==> config.mk <==
export PLATFORM = sky130hd
export DESIGN_NAME = ethernet_tx
export DESIGN_NICKNAME = d
export VERILOG_FILES = /design/src/rtl/ethernet_tx_pkg.sv /design/src/rtl/ethernet_tx_crc32_nbit.sv /design/src/rtl/ethernet_tx.sv
export SDC_FILE = /design/constraint.sdc
export NUM_CORES = 1
export LEC_CHECK = 0
export BUFFER_PORTS_ARGS = -buffer_cell sky130_fd_sc_hd__buf_2
export CORE_MARGIN = 2
export CORE_UTILIZATION = 63
export CTS_CLUSTER_SIZE = 14
export DETAILED_ROUTE_END_ITERATION = 7
export GPL_ROUTABILITY_DRIVEN = 1
export HOLD_SLACK_MARGIN = 0.12
export PLACE_DENSITY = 0.9
export SLEW_MARGIN = 20
export SYNTH_ARGS = -nofsm -noshare
export SYNTH_HDL_FRONTEND = slang
export SYNTH_SLANG_ARGS = --single-unit
==> constraint.sdc <==
create_clock -name clk -period 8.5 [get_ports clk]
set_input_delay 0.425 -clock clk [delete_from_list [all_inputs] [get_ports clk]]
set_output_delay 0.425 -clock clk [all_outputs]
set_load 0.005 [all_outputs]
==> src/rtl/ethernet_tx_pkg.sv <==
// Shared constants and state encoding for the Ethernet frame transmitter.
package ethernet_tx_pkg;

    typedef enum logic [2:0] {
        IDLE,
        PREAMBLE,
        HEADER,
        PAYLOAD,
        PAD,
        FCS,
        IPG
    } state_e;

    localparam logic [7:0]  PREAMBLE_BYTE     = 8'h55;
    localparam logic [7:0]  SFD_BYTE          = 8'hD5;
    localparam int          MIN_PAYLOAD_BYTES = 46;
    localparam int          IPG_BITS          = 96;
    localparam logic [31:0] CRC_POLY          = 32'hEDB88320;
    localparam logic [31:0] CRC_INIT          = 32'hFFFFFFFF;

endpackage

==> src/rtl/ethernet_tx_crc32_nbit.sv <==
// Reflected CRC-32 register advanced N bits per enabled cycle, bit 0 of the beat first.
module crc32_nbit
    import ethernet_tx_pkg::*;
#(
    parameter int N = 2
) (
    input  logic         clk_i,
    input  logic         rst_ni,
    input  logic         clr_i,
    input  logic         en_i,
    input  logic [N-1:0] data_i,
    output logic [31:0]  crc_o
);

    logic [31:0] crc_q, crc_d;

    always_comb begin
        crc_d = crc_q;
        if (clr_i) begin
            crc_d = CRC_INIT;
        end else if (en_i) begin
            for (int i = 0; i < N; i++) begin
                crc_d = (crc_d[0] ^ data_i[i]) ? ((crc_d >> 1) ^ CRC_POLY) : (crc_d >> 1);
            end
        end
    end

    always_ff @(posedge clk_i or negedge rst_ni) begin
        if (!rst_ni) begin
            crc_q <= CRC_INIT;
        end else begin
            crc_q <= crc_d;
        end
    end

    assign crc_o = crc_q;

endmodule

==> src/rtl/ethernet_tx.sv <==
// Ethernet frame transmitter: wraps a streamed payload with preamble, MAC header,
// zero padding and FCS, emitting N bits per cycle, then holds off for the inter-packet gap.
module ethernet_tx
    import ethernet_tx_pkg::*;
#(
    parameter int N = 2
) (
    input  logic         clk,
    input  logic         rst,
    input  logic [N-1:0] axiid,
    input  logic         axiiv,
    input  logic [47:0]  my_mac,
    input  logic [47:0]  dest_mac,
    input  logic [15:0]  etype,
    output logic         axiov,
    output logic [N-1:0] axiod
);

    localparam int         BPB       = 8 / N;
    localparam int         DLY       = 176 / N;
    localparam logic [7:0] PRE_LAST  = 8'(64 / N - 1);
    localparam logic [7:0] SFD_FIRST = 8'(7 * BPB);
    localparam logic [7:0] HDR_LAST  = 8'(112 / N - 1);
    localparam logic [7:0] FCS_LAST  = 8'(32 / N - 1);
    localparam logic [7:0] IPG_LAST  = 8'(IPG_BITS / N - 1);
    localparam logic [2:0] POS_LAST  = 3'(BPB - 1);
    localparam logic [5:0] MIN_BYTES = 6'(MIN_PAYLOAD_BYTES);

    state_e         state_q, state_d;
    logic [7:0]     cnt_q, cnt_d;
    logic [2:0]     pos_q, pos_d, pos_nx;
    logic [5:0]     bytes_q, bytes_d, bytes_nx;
    logic [111:0]   hdr_q, hdr_d, hdr_sh;
    logic           axiov_q, axiov_d;
    logic [N-1:0]   axiod_q, axiod_d;
    logic           acc_q, in_v;
    logic [N:0]     dl_q [DLY];
    logic           crc_clr, crc_en;
    logic [31:0]    crc, fcs_sh;
    int             cidx;

    function automatic logic [N-1:0] chunk(input logic [7:0] b, input int idx);
        logic [7:0] s;
        s = b >> (idx * N);
        return s[N-1:0];
    endfunction

    crc32_nbit #(.N(N)) u_crc (
        .clk_i (clk),
        .rst_ni(rst),
        .clr_i (crc_clr),
        .en_i  (crc_en),
        .data_i(axiod_d),
        .crc_o (crc)
    );

    // Beats are accepted only in the starting cycle and the unbroken run that follows it.
    assign in_v = axiiv && (acc_q || state_q == IDLE);

    always_comb begin
        state_d  = state_q;
        cnt_d    = cnt_q + 8'd1;
        pos_d    = pos_q;
        bytes_d  = bytes_q;
        hdr_d    = hdr_q;
        axiov_d  = 1'b0;
        axiod_d  = '0;
        crc_clr  = 1'b0;
        crc_en   = 1'b0;
        cidx     = int'(cnt_q);
        hdr_sh   = hdr_q >> (104 - 8 * (cidx / BPB) + N * (cidx % BPB));
        fcs_sh   = ~crc >> (cidx * N);
        pos_nx   = (pos_q == POS_LAST) ? 3'd0 : pos_q + 3'd1;
        bytes_nx = (pos_q == POS_LAST && bytes_q < MIN_BYTES) ? bytes_q + 6'd1 : bytes_q;
        unique case (state_q)
            IDLE: begin
                cnt_d = '0;
                if (axiiv) begin
                    hdr_d   = {dest_mac, my_mac, etype};
                    crc_clr = 1'b1;
                    pos_d   = '0;
                    bytes_d = '0;
                    axiov_d = 1'b1;
                    axiod_d = chunk(PREAMBLE_BYTE, 0);
                    cnt_d   = 8'd1;
                    state_d = PREAMBLE;
                end
            end
            PREAMBLE: begin
                axiov_d = 1'b1;
                axiod_d = chunk((cnt_q < SFD_FIRST) ? PREAMBLE_BYTE : SFD_BYTE, cidx % BPB);
                if (cnt_q == PRE_LAST) begin
                    state_d = HEADER;
                    cnt_d   = '0;
                end
            end
            HEADER: begin
                axiov_d = 1'b1;
                axiod_d = hdr_sh[N-1:0];
                crc_en  = 1'b1;
                if (cnt_q == HDR_LAST) begin
                    state_d = PAYLOAD;
                    cnt_d   = '0;
                end
            end
            PAYLOAD: begin
                // The stage behind the tail tells us whether this is the final payload beat.
                axiov_d = 1'b1;
                axiod_d = dl_q[DLY-1][N] ? dl_q[DLY-1][N-1:0] : '0;
                crc_en  = 1'b1;
                pos_d   = pos_nx;
                bytes_d = bytes_nx;
                cnt_d   = '0;
                if (!dl_q[DLY-2][N]) begin
                    state_d = (pos_nx != 3'd0 || bytes_nx < MIN_BYTES) ? PAD : FCS;
                end
            end
            PAD: begin
                axiov_d = 1'b1;
                crc_en  = 1'b1;
                pos_d   = pos_nx;
                bytes_d = bytes_nx;
                cnt_d   = '0;
                if (pos_nx == 3'd0 && bytes_nx >= MIN_BYTES) begin
                    state_d = FCS;
                end
            end
            FCS: begin
                axiov_d = 1'b1;
                axiod_d = fcs_sh[N-1:0];
                if (cnt_q == FCS_LAST) begin
                    state_d = IPG;
                    cnt_d   = '0;
                end
            end
            IPG: begin
                if (cnt_q == IPG_LAST) begin
                    state_d = IDLE;
                end
            end
            default: state_d = IDLE;
        endcase
    end

    always_ff @(posedge clk or negedge rst) begin
        if (!rst) begin
            state_q <= IDLE;
            cnt_q   <= '0;
            pos_q   <= '0;
            bytes_q <= '0;
            hdr_q   <= '0;
            axiov_q <= 1'b0;
            axiod_q <= '0;
            acc_q   <= 1'b0;
            for (int i = 0; i < DLY; i++) dl_q[i] <= '0;
        end else begin
            state_q <= state_d;
            cnt_q   <= cnt_d;
            pos_q   <= pos_d;
            bytes_q <= bytes_d;
            hdr_q   <= hdr_d;
            axiov_q <= axiov_d;
            axiod_q <= axiod_d;
            acc_q   <= in_v;
            dl_q[0] <= {in_v, axiid & {N{in_v}}};
            for (int i = 1; i < DLY; i++) dl_q[i] <= dl_q[i-1];
        end
    end

    assign axiov = axiov_q;
    assign axiod = axiod_q;

endmodule

Word level (Yosys, flattened, before mapping)
Cells that the tools add are included.
{"block": "totals", "ff_bits": 432, "in_bits": 117, "out_inout_bits": 3, "word_cells": 181}
{"block": "op_classes", "addsub": 5, "magnitude_cmp": 4, "n_eq_ne": 18, "shift": 3, "mux": 32, "bitwise": 6, "n_reduce_logical": 16}
{"operator": "32-bit two-way mux", "count": 4}
{"operator": "112-bit by 32-bit >> shifter with 2-bit output", "count": 1}
{"operator": "8-bit case mux with 5 select lines", "count": 1}
{"operator": "8-bit two-way mux", "count": 4}
{"operator": "32-bit inverter", "count": 1}
{"operator": "32-bit by 9-bit >> shifter with 2-bit output", "count": 1}
{"operator": "13-bit inverter with 14-bit output", "count": 2}
{"operator": "3-bit two-way mux", "count": 9}
{"operator": "3-bit case mux with 7 select lines", "count": 1}
{"operator": "8-bit by 6-bit equality test with 1-bit output (second input constant)", "count": 2}
{"operator": "2-bit != test (second input constant)", "count": 7}
{"operator": "6-bit < comparator (second input constant)", "count": 2}
{"operator": "6-bit two-way mux", "count": 2}
{"operator": "6-bit case mux with 2 select lines", "count": 1}
{"operator": "10-bit by 4-bit adder with 11-bit output", "count": 1}
{"operator": "2-bit case mux with 5 select lines", "count": 1}
{"operator": "7-bit by 9-bit subtractor with 10-bit output (first input constant)", "count": 1}
{"operator": "3-bit by 2-bit equality test with 1-bit output (second input constant)", "count": 3}
{"operator": "3-bit equality test (second input constant)", "count": 3}
{"operator": "8-bit by 1-bit adder with 8-bit output (second input constant)", "count": 1}
{"operator": "8-bit by 4-bit equality test with 1-bit output (second input constant)", "count": 1}
{"operator": "8-bit by 5-bit equality test with 1-bit output (second input constant)", "count": 1}
{"operator": "8-bit by 5-bit < comparator with 1-bit output (second input constant)", "count": 1}
{"operator": "8-bit by 3-bit >> shifter with 2-bit output", "count": 1}
{"operator": "other kinds (20)", "count": 32}

Logic depth before layout (Yosys ltp)
Gate-level depths: netlist of run 1.
{"block": "logic_depth", "word_depth": 10, "depth_mapped": 13, "ltp_nobuf": 9}

By module
Synthesis of run 1 repeated with hierarchy kept, for this count alone.
{"block": "unflattened", "cells_unflattened": 1134, "hier_area_um2": 15117.0}
{"module": "ethernet_tx", "instances": 1, "cells_each": 1004, "area_each_um2": 13451.7, "seq_area_each_um2": 9984.6}
{"module": "crc32_nbit", "instances": 1, "cells_each": 130, "area_each_um2": 1665.3, "seq_area_each_um2": 840.8}

Worst setup path after synthesis of run 1
OpenSTA, ideal clock, no wires.
{"block": "synth_path", "path_type": "reg2reg", "from": "reg cnt_q[1]", "to": "reg u_crc.crc_q[26], in the netlist u_crc.crc_o[26]", "setup_ns": 0.072, "arrival_ns": 2.676, "required_time_ns": 8.428, "slack_ns": 5.752, "path_stages_with_launch": 11, "path_buffers": 2, "period_less_slack_ns": 2.748, "path_cell_list": "dfrtp_1 -> buf_4 -> mux4_2 -> mux4_2 -> nand2b_1 -> o211ai_1 -> a31oi_4 -> xnor2_2 -> buf_6 -> xnor3_1 -> o21ai_1"}
{"block": "synth_between", "elab_chain_cells": 9, "word_cells_on_any_way": 14, "classes_between": "add/sub (1); order compare (1); shift (3); mux (6); bitwise (3)"}
{"item": "start, declared", "line": "ethernet_tx.sv:30", "rtl": "logic [7:0] cnt_q, cnt_d;"}
{"item": "start signal, assigned", "line": "ethernet_tx.sv:158", "rtl": "cnt_q <= cnt_d;"}
{"item": "10-bit by 4-bit adder with 11-bit output", "line": "ethernet_tx.sv:71", "rtl": "hdr_sh = hdr_q >> (104 - 8 * (cidx / BPB) + N * (cidx % BPB));"}
{"item": "112-bit by 32-bit >> shifter with 2-bit output", "line": "ethernet_tx.sv:71"}
{"item": "2-bit case mux with 5 select lines *", "line": "ethernet_tx.sv:75", "rtl": "unique case (state_q)"}
{"item": "1-bit bitwise XOR", "line": "ethernet_tx_crc32_nbit.sv:23", "rtl": "crc_d = (crc_d[0] ^ data_i[i]) ? ((crc_d >> 1) ^ CRC_POLY) : (crc_d >> 1);"}
{"item": "32-bit two-way mux", "line": "ethernet_tx_crc32_nbit.sv:23"}
{"item": "13-bit inverter with 14-bit output (no line)"}
{"item": "32-bit two-way mux *", "line": "ethernet_tx_crc32_nbit.sv:23"}
{"item": "32-bit two-way mux *", "line": "ethernet_tx_crc32_nbit.sv:21", "rtl": "end else if (en_i) begin"}
{"item": "32-bit two-way mux *", "line": "ethernet_tx_crc32_nbit.sv:19", "rtl": "if (clr_i) begin"}
{"item": "end signal, assigned", "line": "ethernet_tx_crc32_nbit.sv:32", "rtl": "crc_q <= crc_d;"}
{"item": "end, declared", "line": "ethernet_tx_crc32_nbit.sv:15", "rtl": "logic [31:0] crc_q, crc_d;"}
Mark *: on every way between the ends. The rest lies on a longest branch, timed or not. The select of a mux whose other input is x is not followed.
A chain may end at the register's enable or synchronous reset.

Final worst setup path of run 1
{"block": "layout_path", "from": "reg cnt_q[2]", "to": "reg u_crc.crc_q[5], in the netlist u_crc.crc_o[5]"}
{"block": "layout_between", "elab_chain_cells": 8, "word_cells_on_any_way": 12, "classes_between": "add/sub (2); order compare (1); shift (3); mux (5); bitwise (1)"}
{"item": "7-bit by 9-bit subtractor with 10-bit output or 8-bit by 5-bit < comparator with 1-bit output (tied branches)", "line": "ethernet_tx.sv:71, ethernet_tx.sv:91"}
{"item": "10-bit by 4-bit adder with 11-bit output or 8-bit two-way mux (tied branches)", "line": "ethernet_tx.sv:71, ethernet_tx.sv:91"}
{"item": "112-bit by 32-bit >> shifter with 2-bit output or 8-bit by 3-bit >> shifter with 2-bit output (tied branches)", "line": "ethernet_tx.sv:71, ethernet_tx.sv:44"}
{"item": "2-bit case mux with 5 select lines *", "line": "ethernet_tx.sv:75"}
{"item": "1-bit bitwise XOR *", "line": "ethernet_tx_crc32_nbit.sv:23"}
{"item": "32-bit two-way mux *", "line": "ethernet_tx_crc32_nbit.sv:23"}
{"item": "32-bit two-way mux *", "line": "ethernet_tx_crc32_nbit.sv:21"}
{"item": "32-bit two-way mux *", "line": "ethernet_tx_crc32_nbit.sv:19"}
Marks and branches as above.

==> results of run 1 <==
==> layer usage <==
metal	GRT usage	vias to the layer above
met5	0	-
met4	0.263	4
met3	0.153	468
met2	0.612	1291
met1	0.474	5520
li1	-	4281
==> through the flow <==
step	std cells	setup WS, ns	instance area (um^2)	hold slack (ns)
3_3_place_gp	1559	4.81	15800	0.334
3_5_place_dp	1559	4.71	15800	0.335
5_1_grt	1739	3.84	18300	0.124
6_report	1740	3.90	18300	0.125
2_1_floorplan	1171	5.75	15000	0.129
4_1_cts	1736	4.50	18200	0.120
==> worst max-delay path by stage <==
stage	to	slack (ns)
5_1_grt	u_crc.crc_o[5]	3.84
4_1_cts	u_crc.crc_o[20]	4.50
3_5_place_dp	u_crc.crc_o[19]	4.71
2_1_floorplan	u_crc.crc_o[26]	5.75
3_3_place_gp	u_crc.crc_o[8]	4.81
6_report	u_crc.crc_o[5]	3.90
==> cells in the mapped netlist (4+ instances only) <==
library cell | instances | share of area
clkbuf_1 | 35 | 0.0088
nand2b_1 | 5 | 0.0021
o211ai_1 | 4 | 0.0020
nor3_1 | 18 | 0.0060
mux2i_1 | 30 | 0.020
a21oi_1 | 27 | 0.0090
xnor3_1 | 6 | 0.0090
dfrtp_1 | 399 | 0.67
o22ai_1 | 4 | 0.0017
nand2_1 | 388 | 0.097
buf_2 | 6 | 0.0020
buf_4 | 5 | 0.0025
nor2b_1 | 8 | 0.0033
a22oi_1 | 8 | 0.0040
mux4_2 | 23 | 0.035
inv_1 | 5 | 0.0013
xor2_1 | 4 | 0.0023
o21ai_0 | 33 | 0.011
nand3b_1 | 7 | 0.0035
nand3_1 | 16 | 0.0053
nor2_1 | 22 | 0.0055
and3_1 | 4 | 0.0017
dfstp_2 | 32 | 0.056
ha_1 | 6 | 0.0050
buf_1 | 8 | 0.0020
xnor2_1 | 18 | 0.011
==> cell type report <==
cell class              instances  area (um^2)
diodes                          1         2.50
clock buffers                  63         1210
clock inverters                15          175
fillers                      1129         5110
inverters                       5         18.8
multi-input cells             677         3920
flip-flops and latches        431        10800
well taps                     319          399
repair buffers                229         1730
==> cell usage in the layout, fill, tap and decap left out, types with 3 or more instances in the layout <==
cell,instances
o21ai_1,3
nor2b_1,8
nand3_1,16
clkbuf_16,42
nand4_1,3
clkbuf_1,13
and2_1,3
o211ai_1,4
dlygate4sd3_1,100
mux4_2,23
xnor3_1,6
xnor2_1,18
o22ai_1,4
nand2b_1,5
o31ai_1,3
clkinv_2,9
clkbuf_8,8
o21ai_0,33
nor3_1,18
inv_1,5
nor2_1,22
a41oi_1,3
ha_1,6
dfrtp_1,397
a31oi_1,3
nand3b_1,7
nand2_1,387
mux2i_1,30
buf_4,7
xor2_1,4
dfstp_2,32
buf_2,118
a22oi_1,8
and3_1,4
a21oi_1,26
==> power by group <==
part | leakage [uW] | internal [uW] | switching [uW]
clock network | 0.000686 | 1060 | 872
logic | 0.00280 | 480 | 674
registers | 0.00571 | 2510 | 419
==> cells by family (layout without fill, tap and decap cells) <==
group           after synthesis  count (layout)  synth area share
flops                       431             431             0.721
fa+ha+maj                     6               6           0.00500
xor+xnor                     30              30            0.0240
buf+inv                      63             312            0.0191
simple gates                480             480             0.130
compound gates              106             106            0.0447
mux                          55              55            0.0560
other cells                   0               1                 0
==> registers in the layout, summed over array words and instances (netlist names) <==
| register | flops |
|---|---|
| bytes_q | 6 |
| pos_q | 3 |
| u_crc.crc_o | 32 |
| acc_q | 1 |
| dl_q | 263 |
| axiod | 2 |
| cnt_q | 8 |
| hdr_q | 112 |
| axiov | 1 |
| state_q | 3 |
==> repair_timing <==
item,CTS,global route
setup endpoints to repair,0,0
hold endpoints to repair,186,1
hold buffers,99,1
==> critical path: stages, from the launching register on <==
cell,delay (ns)
dfrtp_1,0.66
buf_4,0.48
nand3_1,0.18
a2111oi_0,0.87
a41oi_1,0.23
o21ai_0,0.24
a31oi_1,0.15
xnor2_2,0.98
xnor2_1,0.41
a21oi_1,0.30
==> summary.md, run 1 <==
| Metric | Value |
|---|---|
| Post-DR vias/cell | 6.65 |
| Pwr dens | 329 nW/um^2 |
| Utilization after layout | 0.781 |
| Met3 wire length | 6090 um |
| Failing checks | design-rule violations |
| Die ar. | 25100 um^2 |
| First-pass GRT wire length | 71400 um |
| Clk_skew | 0.0423 ns |
| Post-DP HPWL | 19800 um |
| Relative slew slack | 0.177 |
| Startpoint types | flip-flop |
| Io pins | 120 |
| Post-DRT Antenna Nets | 0 |
| Die W | 158 um |
| Clock period minus worst slack | 4.60 ns |
| Hold Path Origin | etype[3] |
| CTS H-Tree Depth | 2 |
| Syn Area/Cell | 12.8 um^2 |
| Netlist cell types | 56 |
| Yosys reg bits | 431 |
| Starting DRC count in detailed routing | 2096 |
| Worst r2r src | cnt_q[2] |
| Clock sink count | 431 |
| Largest net degree at the start of global routing | 216 |
| Post-synthesis sequential area ratio | 0.721 |
| Post-cts sizing count | 0 |
| Post-CTS Setup Inserts | 0 |
| Clock transition at path regs | 0.07 ns |
| DR WL met2 | 22000 um |
| Fmax | 0.218 GHz |
| Synth Cell Area | 15000 um^2 |
| Crit path launch | cnt_q[2] |
| Syn-to-layout area delta | 21.8% |
| Status | complete, but fails checks |
| CTS tree | done |
| Worst min path class | input port to flip-flop |
| Leakage | 0.00920 uW |
| Slew Limit Fails | 0 |
| Required time of the worst setup path | 8.97 ns |
| Cell Rows | 56 |
| WL met1 | 15700 um |
| Hold EP | hdr_q[3] |
| # DRC | 4 |
| Endpoints failing setup | 0 |
| Final Hold Fails | 0 |
| Total Routing Usage GR | 0.399 |
| Clk root buf | clkbuf_16 |
| Tot Pwr | 6010 uW |
| Synth Instances | 1171 |
| YS warnings | 0 |
| Max Root-Sink Buffers | 3 |
| WL per Instance | 28.0 um |
| Total gr overflow | 0 |
| Vias | 11600 |
| Final WL | 48800 um |
| Crit path max fanout | 23 |
| DR top layer | met5 |
| Number of enable flip-flop cells after synthesis | 0 |
| Initial cell density of the core | 0.641 |
| R2R Setup Slk | 3.90 ns |
| Clk_lat worst skew | 0.58 ns |
| Antenna violations before repair | 3 |
| Crit share post-route | 0.541 |
| Drt pass-1 iters | 8 |
| IO buf count | 119 |
| Placer Congestion | 0.913 |
| Worst R2R Path Depth | 9 |
| Main synth FF type | dfrtp_1 |
| Setup crit end kind | flip-flop |
| FFs w/ async S/R, synth | 1.00 |
| Measured slew at the worst slew-check pin | 1.23 ns |
| Setup TNS | 0 ns |
| Vias in the first global route | 11800 |
| # Max-Cap Violations | 0 |
| VDD IR-drop max | 0.000271 V |
| Critical Path AT | 5.06 ns |
| CORE AREA | 23400 um^2 |
| Unrepaired setup endpoints after global routing | no |
| Net Count, Synth | 1294 |
| Reg2reg end | u_crc.crc_o[5] |
| Fin nets | 1509 |
| Total CTS buffers | 42 |
| Setup CP Type | flip-flop to flip-flop |
| Die Span Y | 158 um |
| Worst Hold Path Cells | 3 |
| Share of cells above drive strength 1 | 0.185 |
No activity file was read; power rests on OpenSTA's default activity.
==> inputs of run 2 (changes only) <==
ABC_AREA = 1   (was default)
CORE_UTILIZATION = 59   (was 63)
PLACE_DENSITY = 0.86   (was 0.9)
clock period = 4.3 ns   (was 8.5 ns; I/O delays follow)
==> run 2 against run 1 <==
The run still ends with design-rule violations left. Cell count up 18%. Non-clock buffer count rose by 25. Clock power up 83%. Count of clock-buffer cells in the layout is 4 higher. Worst setup slack lost 2.8 ns. Sequential share of layout area is 1.5 points lower. Cell area is 2.6% higher. Clock skew down 0.027 ns. Fmax increased by 45%. Global-route usage shrank 9.8 points. Area after synthesis rose by 2.3%. First-iteration DRC count shrank 23%. Largest cell class unchanged.
==> summary.md, run 2 <==
| Metric | Value |
|---|---|
| Die ar. | 27300 um^2 |
| FFs w/ async S/R, synth | 1.00 |
| IO buf count | 119 |
| Worst R2R Path Depth | 16 |
| First-pass GRT wire length | 62200 um |
| Worst r2r src | cnt_q[1] |
| Reg2reg end | u_crc.crc_o[23] |
| # Max-Cap Violations | 0 |
| Top-count cell post-synth | dfrtp_1 |
| Startpoint types | flip-flop |
| Net Count, Synth | 1560 |
| Drt pass-1 iters | 8 |
| Vias in the first global route | 11500 |
| Hold Path Origin | dl_q[162] |
| Crit share post-route | 0.735 |
| CTS tree | done |
| Commonest non-fill, non-tap cell in the layout | dfrtp_1 |
| Area contributors post-synth | dfrtp_1 (65%), nand2_1 (9.1%), dfstp_2 (5.5%) |
| Clk_skew | 0.0157 ns |
| Fin nets | 1797 |
| Relative slew slack | 0.393 |
| Post-DR vias/cell | 5.47 |
| Hold EP | dl_q[159] |
| Comb power frac | 0.280 |
| Register share of total power | 0.444 |
| Die W | 165 um |
| Max Root-Sink Buffers | 3 |
| Starting DRC count in detailed routing | 1613 |
| Main synth FF type | dfrtp_1 |
| Clk root buf | clkbuf_16 |
| # DRC | 1 |
| R2R Setup Slk | 1.14 ns |
| Measured slew at the worst slew-check pin | 0.911 ns |
| Post-CTS Setup Inserts | 0 |
| Io pins | 120 |
| Switch share | 0.350 |
| Clk_lat worst skew | 0.54 ns |
| Leakage | 0.00961 uW |
| Post-DP HPWL | 20700 um |
| Worst Hold Path Cells | 0 |
| Syn-to-layout area delta | 22.2% |
| Most frequent cells in the layout | dfrtp_1 (398), nand2_1 (371), inv_1 (168) |
| Total Routing Usage GR | 0.301 |
| Crit path max fanout | 33 |
| Initial cell density of the core | 0.594 |
| Clock Power Share | 0.276 |
| Die Span Y | 165 um |
| CTS H-Tree Depth | 2 |
| Total CTS buffers | 41 |
| Setup TNS | 0 ns |
| Vias | 11200 |
| Share of cells above drive strength 1 | 0.142 |
| Largest Register | dl_q |
| Antenna violations before repair | 5 |
| Unrepaired setup endpoints after global routing | no |
| Cell Rows | 59 |
| Post-DRT Antenna Nets | 0 |
| Post-synth top area share | 0.650 |
| Clock period minus worst slack | 3.16 ns |
| VDD IR-drop max | 0.000423 V |
| Setup CP Type | flip-flop to flip-flop |
| CORE AREA | 25800 um^2 |
| Largest net degree at the start of global routing | 136 |
| WL per Instance | 19.1 um |
| Cell taking the most area after synthesis | dfrtp_1 |
| Fmax | 0.316 GHz |
| Setup crit end kind | flip-flop |
| Max reg flops | 263 |
| Pwr dens | 686 nW/um^2 |
| Required time of the worst setup path | 4.77 ns |
| Worst min path class | flip-flop to flip-flop |
| Synth Cell Area | 15400 um^2 |
| Commonest cells in the synthesized netlist | dfrtp_1 (399), nand2_1 (371), inv_1 (169), o21ai_0 (123), nand3_1 (108) |
| Netlist cell types | 38 |
| P_sw | 4510 uW |
| Clock transition at path regs | 0.07 ns |
| Yosys reg bits | 431 |
| Tot Pwr | 12900 uW |
| Slew Limit Fails | 0 |
| Post-synthesis sequential area ratio | 0.705 |
| Clock sink count | 431 |
| Hold Buf Count CTS | 118 |
| YS warnings | 0 |
| Final Hold Fails | 0 |
| Placer Congestion | 0.876 |
| Synth Instances | 1437 |
| Int Power | 8370 uW |
| Final WL | 39000 um |
| Post-cts sizing count | 0 |
| Total gr overflow | 0 |
| Critical Path AT | 3.63 ns |
| Failing checks | design-rule violations |
| Status | complete, but fails checks |
| Endpoints failing setup | 0 |
| Syn Area/Cell | 10.7 um^2 |
| Number of enable flip-flop cells after synthesis | 0 |
| Utilization after layout | 0.726 |
-- run 2: power groups by stage --
stage	Clock (uW)	Combinational, uW	Sequential [uW]
after floorplan	0	2580	5510
final	3550	3610	5720
after global placement	0	3210	5690
after global routing	3780	4040	5810
after detailed placement	0	3330	5730
after CTS	3610	3460	5700
-- run 2: metrics by stage --
stage,cells,hold slack [ns],cell area (um^2),setup slack (ns)
floorplan,1437,-0.0806,15400,2.30
global placement,1848,0.334,16200,1.33
detailed placement,1848,0.335,16200,1.25
CTS,2040,0.344,18800,1.21
global route,2043,0.346,18800,0.818
finish,2045,0.339,18800,1.14
-- run 2: final cells by class --
| cell class | count | area [um^2] |
|---|---|---|
| Multi-Input combinational cell | 773 | 3580 |
| Timing Repair Buffer | 254 | 1950 |
| Clock inverter | 7 | 90.1 |
| Antenna cell | 5 | 12.5 |
| Sequential cell | 431 | 10800 |
| Tap cell | 335 | 419 |
| Clock buffer | 67 | 1230 |
| Fill cell | 1578 | 7070 |
| Inverter | 173 | 652 |
-- run 2: worst max-delay path, cell delays in order (launching register included) --
cell	delay (ns)
dfrtp_1	0.39
buf_4	0.22
inv_2	0.55
o21ai_0	0.19
a21oi_1	0.30
o21ai_0	0.12
nand3_1	0.11
a21oi_1	0.04
nor2_1	0.14
nand2_1	0.09
nand2_1	0.07
nand2_2	0.21
inv_2	0.30
nand2_1	0.10
nand3_1	0.09
nand2_1	0.06
nand2_1	0.10
-- run 2: logic make-up (layout without fill, tap and decap cells) --
| kind of cell | after synthesis | in the layout | synth area share |
|---|---|---|---|
| buffers and inverters | 233 | 501 | 0.0623 |
| AND/OR/NAND/NOR | 547 | 547 | 0.146 |
| adder cells (fa/ha/maj) | 6 | 6 | 0.00489 |
| XOR/XNOR | 6 | 6 | 0.00342 |
| other | 0 | 5 | 0 |
| flip-flops | 431 | 431 | 0.705 |
| AO/OA/AOI/OAI | 214 | 214 | 0.0787 |
-- run 2: worst max-delay path by stage --
stage	from	to	slack [ns]
floorplan	cnt_q[3]	u_crc.crc_o[18]	2.30
global placement	cnt_q[1]	u_crc.crc_o[27]	1.33
detailed placement	cnt_q[1]	u_crc.crc_o[21]	1.25
CTS	cnt_q[1]	u_crc.crc_o[23]	1.21
global route	cnt_q[0]	u_crc.crc_o[23]	0.82
finish	cnt_q[1]	u_crc.crc_o[23]	1.14
-- run 2: layer usage --
metal / global-route usage / wire length, um / part of all wire
met5: 0 / 0 / 0
met4: 0.128 / 1660 / 0.043
met3: 0.0752 / 3130 / 0.080
met2: 0.495 / 19100 / 0.49
met1: 0.385 / 15100 / 0.39
